## src/rtl/pulse_sync_pkg.sv

```systemverilog
// Shared types and helpers for the multi-channel pulse synchroniser.
package pulse_sync_pkg;

  // Which accepted edges of the debounced level raise the sticky event flag.
  typedef enum logic [1:0] {
    EDGE_RISE = 2'd0,
    EDGE_FALL = 2'd1,
    EDGE_BOTH = 2'd2
  } edge_sel_e;

  // Counter width able to hold 0..debounce_cycles.
  function automatic int cnt_width(input int debounce_cycles);
    return $clog2(debounce_cycles + 1);
  endfunction

endpackage

```

## src/rtl/pulse_sync_channel.sv

```systemverilog
// One channel: resynchroniser, consistency-count debounce, edge pulses and
// the sticky event / overflow flags with their acknowledge.
module pulse_sync_channel
  import pulse_sync_pkg::*;
#(
  parameter int        SYNC_STAGES     = 2,
  parameter int        DEBOUNCE_CYCLES = 16,
  parameter bit        ACTIVE_LOW      = 1'b0,
  parameter edge_sel_e EDGE_SEL        = EDGE_RISE
) (
  input  logic clk,
  input  logic rst_n,
  input  logic raw_i,
  input  logic ack_i,
  output logic level_o,
  output logic rise_o,
  output logic fall_o,
  output logic event_o,
  output logic overflow_o
);

  localparam int            CW       = cnt_width(DEBOUNCE_CYCLES);
  localparam logic [CW-1:0] CNT_LAST = CW'(DEBOUNCE_CYCLES - 1);
  localparam logic [CW-1:0] CNT_ONE  = CW'(1);

  logic [SYNC_STAGES-1:0] sync_q, sync_d;
  logic [CW-1:0]          cnt_q, cnt_d;
  logic                   level_q, level_d;
  logic                   rise_q, rise_d;
  logic                   fall_q, fall_d;
  logic                   event_q, event_d;
  logic                   overflow_q, overflow_d;
  logic                   sync_last;
  logic                   sel_edge;

  // Shift the polarity-corrected input into the synchroniser chain.
  always_comb begin
    sync_d = {sync_q[SYNC_STAGES-2:0], raw_i ^ ACTIVE_LOW};
  end

  assign sync_last = sync_q[SYNC_STAGES-1];

  // Accept a new level only after it has differed from the current one for
  // DEBOUNCE_CYCLES consecutive cycles; any return restarts the count.
  always_comb begin
    cnt_d   = cnt_q;
    level_d = level_q;
    rise_d  = 1'b0;
    fall_d  = 1'b0;
    if (sync_last == level_q) begin
      cnt_d = {CW{1'b0}};
    end else if (cnt_q == CNT_LAST) begin
      level_d = sync_last;
      cnt_d   = {CW{1'b0}};
      rise_d  = sync_last;
      fall_d  = ~sync_last;
    end else begin
      cnt_d = cnt_q + CNT_ONE;
    end
  end

  // Decide whether the pulse currently shown is one that should flag an event.
  always_comb begin
    case (EDGE_SEL)
      EDGE_RISE: sel_edge = rise_q;
      EDGE_FALL: sel_edge = fall_q;
      EDGE_BOTH: sel_edge = rise_q | fall_q;
      default:   sel_edge = 1'b0;
    endcase
  end

  // Event / overflow handshake: a new selected edge always wins over an ack.
  always_comb begin
    event_d    = event_q;
    overflow_d = overflow_q;
    if (sel_edge) begin
      event_d = 1'b1;
      if (ack_i) begin
        overflow_d = 1'b0;
      end else if (event_q) begin
        overflow_d = 1'b1;
      end else begin
        overflow_d = overflow_q;
      end
    end else if (ack_i) begin
      event_d    = 1'b0;
      overflow_d = 1'b0;
    end else begin
      event_d    = event_q;
      overflow_d = overflow_q;
    end
  end

  // All channel state, cleared by the synchronous active-low reset.
  always_ff @(posedge clk) begin
    if (!rst_n) begin
      sync_q     <= {SYNC_STAGES{1'b0}};
      cnt_q      <= {CW{1'b0}};
      level_q    <= 1'b0;
      rise_q     <= 1'b0;
      fall_q     <= 1'b0;
      event_q    <= 1'b0;
      overflow_q <= 1'b0;
    end else begin
      sync_q     <= sync_d;
      cnt_q      <= cnt_d;
      level_q    <= level_d;
      rise_q     <= rise_d;
      fall_q     <= fall_d;
      event_q    <= event_d;
      overflow_q <= overflow_d;
    end
  end

  assign level_o    = level_q;
  assign rise_o     = rise_q;
  assign fall_o     = fall_q;
  assign event_o    = event_q;
  assign overflow_o = overflow_q;

endmodule

```

## src/rtl/pulse_sync_array.sv

```systemverilog
// Array of independent pulse synchroniser channels with parameter checks.
module pulse_sync_array
  import pulse_sync_pkg::*;
#(
  parameter int        CHANNELS        = 4,
  parameter int        SYNC_STAGES     = 2,
  parameter int        DEBOUNCE_CYCLES = 16,
  parameter bit        ACTIVE_LOW      = 1'b0,
  parameter edge_sel_e EDGE_SEL        = EDGE_RISE
) (
  input  logic                clk,
  input  logic                rst_n,
  input  logic [CHANNELS-1:0] raw_i,
  input  logic [CHANNELS-1:0] ack_i,
  output logic [CHANNELS-1:0] level_o,
  output logic [CHANNELS-1:0] rise_o,
  output logic [CHANNELS-1:0] fall_o,
  output logic [CHANNELS-1:0] event_o,
  output logic [CHANNELS-1:0] overflow_o
);

  if (SYNC_STAGES < 2) begin : g_bad_sync_stages
    $error("pulse_sync_array: SYNC_STAGES must be at least 2");
  end

  if (DEBOUNCE_CYCLES < 1) begin : g_bad_debounce
    $error("pulse_sync_array: DEBOUNCE_CYCLES must be at least 1");
  end

  if (CHANNELS < 1) begin : g_bad_channels
    $error("pulse_sync_array: CHANNELS must be at least 1");
  end

  for (genvar i = 0; i < CHANNELS; i++) begin : g_chan
    pulse_sync_channel #(
      .SYNC_STAGES    (SYNC_STAGES),
      .DEBOUNCE_CYCLES(DEBOUNCE_CYCLES),
      .ACTIVE_LOW     (ACTIVE_LOW),
      .EDGE_SEL       (EDGE_SEL)
    ) u_chan (
      .clk       (clk),
      .rst_n     (rst_n),
      .raw_i     (raw_i[i]),
      .ack_i     (ack_i[i]),
      .level_o   (level_o[i]),
      .rise_o    (rise_o[i]),
      .fall_o    (fall_o[i]),
      .event_o   (event_o[i]),
      .overflow_o(overflow_o[i])
    );
  end

endmodule

```

## config.mk

```make
export PLATFORM = sky130hd
export DESIGN_NAME = pulse_sync_array
export DESIGN_NICKNAME = d
export VERILOG_FILES = /design/src/rtl/pulse_sync_pkg.sv /design/src/rtl/pulse_sync_channel.sv /design/src/rtl/pulse_sync_array.sv
export SDC_FILE = /design/constraint.sdc
export NUM_CORES = 1
export LEC_CHECK = 0
export CORE_MARGIN = 2
export CORE_UTILIZATION = 56
export CTS_CLUSTER_DIAMETER = 50
export CTS_CLUSTER_SIZE = 20
export DETAILED_ROUTE_END_ITERATION = 6
export PLACE_DENSITY = 0.9
export SLEW_MARGIN = 40
export SYNTH_ARGS = -nofsm -noshare
export SYNTH_HDL_FRONTEND = slang
export SYNTH_SLANG_ARGS = --single-unit
```

## constraint.sdc

```tcl
create_clock -name clk -period 2.6 [get_ports clk]
set_clock_uncertainty 0.2 [all_clocks]
set_input_delay 0.39 -clock clk [delete_from_list [all_inputs] [get_ports clk]]
set_output_delay 0.39 -clock clk [all_outputs]
set_load 0.1 [all_outputs]
```

==> results by group <==
Synthesis
  – Post-synthesis mux area share: 2.19%
  – Synth top area share: 52.6%
  – Xor and xnor fraction of the mapped netlist area: 5.75%
  – Area leader, netlist: dfxtp_1
  – Synthesized area per cell: 10.4 sq um
  – Yosys cell types: 18
  – Number of synthesized register bits: 48
  – Sequential cell area fraction in the yosys report: 52.6%
  – Syn_nets: 193
  – Syn Inst Count: 175
  – Synth area leaders: dfxtp_1 (53%), buf_4 (9.0%), ha_1 (5.5%)
  – Synth warnings: 0
  – Synth Area in Simple Gates: 20.3%
  – Combinational family with the most area after synthesis: simple AND/OR/NAND/NOR gates
  – Synth Area in Adders: 5.48%
  – Area of the mapped netlist: 1830 sq um
  – Complex-gate fraction of the synthesized area: 2.74%

Detailed routing
  – Vias per inst: 4.81
  – Routed wire length: 2760 um
  – DRC violation count after routing: 0
  – Vias post-DR: 1,121
  – Initial DRT Pass Iterations: 4
  – Final ANT Viol Nets: 0
  – Starting DRT DRC Count: 21
  – Avg WL per Cell: 11.8 um

Floorplanning
  – Die height: 61.1 um
  – Die Area: 3740 sq um
  – Top Ports: 30
  – Core Box Area: 3080 sq um
  – Die X: 61.1 um
  – Initial core utilization: 59.3%
  – # rows: 20

Final layout
  – Antenna cells: 0
  – Post-layout nets: 207
  – Post-Layout Cell Count: 233
  – Final core occ: 65.2%
  – Area growth syn-to-layout: 9.79%
  – Share of cells above drive strength 1: 16.4%

Timing
  – Final setup margin: 887 ps
  – Worst slew margin: 81.4%
  – Final slew viol count: 0
  – Tmin final: 1710 ps
  – Setup TNS: 0 ps
  – Period utilization: 65.9%
  – RSZ-0062 raised after global routing: false
  – Peak Freq: 0.584 GHz
  – Worst slew pin tran: 281 ps
  – Final setup violation count: 0
  – Final-report hold violation count: 0

Clock network
  – Post-CTS Hold Buffers: 0
  – Post-CTS Setup Bufs: 0
  – CTS tree: built
  – Clock sinks: 48
  – Root Buffer: clkbuf_4
  – H-Tree Level Count: 2
  – CTS Buf Count: 5
  – Clk Latency, worst-skew pair: 360 ps
  – Bufs on Longest Clock Path: 2
  – Clock-pin slew on the worst setup and hold paths: 120 ps
  – Post-CTS Resized: 0

Global routing
  – Overall routing resource usage: 17.3%
  – Initial antenna violation count: 0
  – GRT overflow: 0
  – First-pass GRT wire length: 4570 um
  – Pin count of the biggest net entering global routing: 29
  – Vias in the first global route: 1,082

Critical path
  – Crit path required time: 2010 ps
  – Reg2reg start: g_chan[0].u_chan.cnt_q[0]
  – RR Endpoint: g_chan[0].u_chan.cnt_q[2]
  – Worst setup SP type: register
  – Worst Path Buf+Inv: 1
  – Worst R2R Path Depth: 5
  – R2R setup slack: 940 ps
  – Worst path slowest cell: dfxtp_1
  – Worst EP arrival: 1120 ps
  – Crit-path max FO: 5
  – Worst-path cell chain: buf_4
  – Worst Setup End Kind: output port
  – CP peak stage delay: 440 ps
  – Top delay family on crit path: flip-flops
  – Crit Path Class: reg2out

Pwr
  – Maximum VDD drop: 0.411 mV
  – Sw frac: 21.3%
  – Pwr dens: 547 nW/um^2
  – Clock power frac: 28.7%
  – Logic gate share of total power: 3.2%
  – Sequential Power Share: 68.1%
  – Leak: 0.810 nW
  – Power Internal: 0.000864 W
  – Sw power: 0.000233 W

Min path
  – Min-delay src: g_chan[0].u_chan.sync_q[0]
  – Hold Path Class: reg2reg
  – Min-Delay Path Depth: 1
  – Min-Delay Endpoint: g_chan[0].u_chan.sync_q[1]

Placed design
  – Placed Cells incl. Taps: 226
  – HPWL after detailed placement: 2110 um
  – Routability cong.: 0.655
  – # port buffers: 29
  – Placement Setup Slack: 866 ps

Status
  – Outcome: complete, no violations

Flow run
  – Max_cap viols: 0
-- Yosys cell counts --
cell      count
nand3_1       4
o21a_1        4
buf_4        22
nand3b_2      4
nor2_1       20
xor2_1        8
mux2i_1       4
and2_1        8
xnor2_1       4
a21oi_1       4
inv_1         8
ha_1          8
nor2b_1       8
nor3b_1      12
clkbuf_2      1
dfxtp_1      48
and3_1        4
nand2_1       4
-- flip-flops by register name (all words and copies together), names as in the netlist --
name                      count
g_chan.u_chan.cnt_q          20
g_chan.u_chan.sync_q          8
g_chan.u_chan.event_o         4
g_chan.u_chan.fall_o          4
g_chan.u_chan.level_o         4
g_chan.u_chan.overflow_o      4
g_chan.u_chan.rise_o          4
-- layer usage --
layer / track usage (%) / vias up / wire length [um]
li1: - / 570 / -
met1: 18.3 / 517 / 1100
met2: 29.9 / 28 / 1440
met4: 10.2 / 0 / 57
met3: 5.46 / 6 / 158
met5: 0 / - / 0
-- worst reg2reg max path: stages (launching register included) --
cell and delay [ps]:
dfxtp_1 350, ha_1 230, and3_1 200, ha_1 230
nand3b_2 260, nor2_1 140
-- layout by cell type (no fill, tap or decap) --
cell type        synthesis  routed
nor3b_1                 12      12
a21oi_1                  4       4
buf_4                   22      21
xnor2_1                  4       4
clkbuf_4                 0       5
clkbuf_1                 0       1
o21a_1                   4       4
nand2_1                  4       4
nor2b_1                  8       8
dfxtp_1                 48      48
clkinv_2                 0       1
ha_1                     8       8
and2_1                   8       8
clkdlybuf4s50_1          0       9
nand3b_2                 4       4
mux2i_1                  4       4
and3_1                   4       4
nor2_1                  20      20
inv_1                    8       8
nand3_1                  4       4
xor2_1                   8       8
-- final cells by class --
class	count	area [sq um]
flip-flops and latches	48	961
clock buffers	6	41.3
fillers	250	1070
clock inverters	1	5.00
well taps	44	55.1
repair buffers	30	248
multi-input cells	96	666
inverters	8	30.0
-- power groups by stage --
stage | registers (W) | clock network, W | logic, W
final | 0.000748 | 0.000314 | 0.0000351
after global routing | 0.000749 | 0.000356 | 0.0000388
after CTS | 0.000748 | 0.000323 | 0.0000357
after detailed placement | 0.000764 | 0 | 0.0000357
after global placement | 0.000763 | 0 | 0.0000334
after floorplan | 0.000763 | 0 | 0.0000190
-- worst max-delay path by stage --
stage | startpoint | slack (ps) | to | cells past startpoint
2_1_floorplan | g_chan[0].u_chan.cnt_q[0] | 1090 | g_chan[0].u_chan.cnt_q[2] | 5
3_3_place_gp | rst_n | 950 | g_chan[3].u_chan.rise_o | 4
3_5_place_dp | rst_n | 870 | g_chan[0].u_chan.rise_o | 4
4_1_cts | g_chan[3].u_chan.level_o | 880 | level_o[3] | 1
5_1_grt | g_chan[1].u_chan.level_o | 820 | level_o[1] | 1
6_report | g_chan[3].u_chan.level_o | 890 | level_o[3] | 1
-- logic make-up after synthesis --
family,count (synthesis)
multiplexers,4
buffers and inverters,31
adder cells (fa/ha/maj),8
XOR/XNOR,12
AND/OR/NAND/NOR,64
AO/OA/AOI/OAI,8
flip-flops,48
-- metrics by stage --
step                      area (sq um)  hold WS (ps)  power (W)
final                             2010           241    0.00110
after floorplan                   1830           212   0.000782
after global placement            1960           214   0.000797
after CTS                         2010           243    0.00111
after detailed placement          1960           222   0.000800
after global routing              2010           249    0.00114
Note: power is estimated with default switching activity, not from simulation.
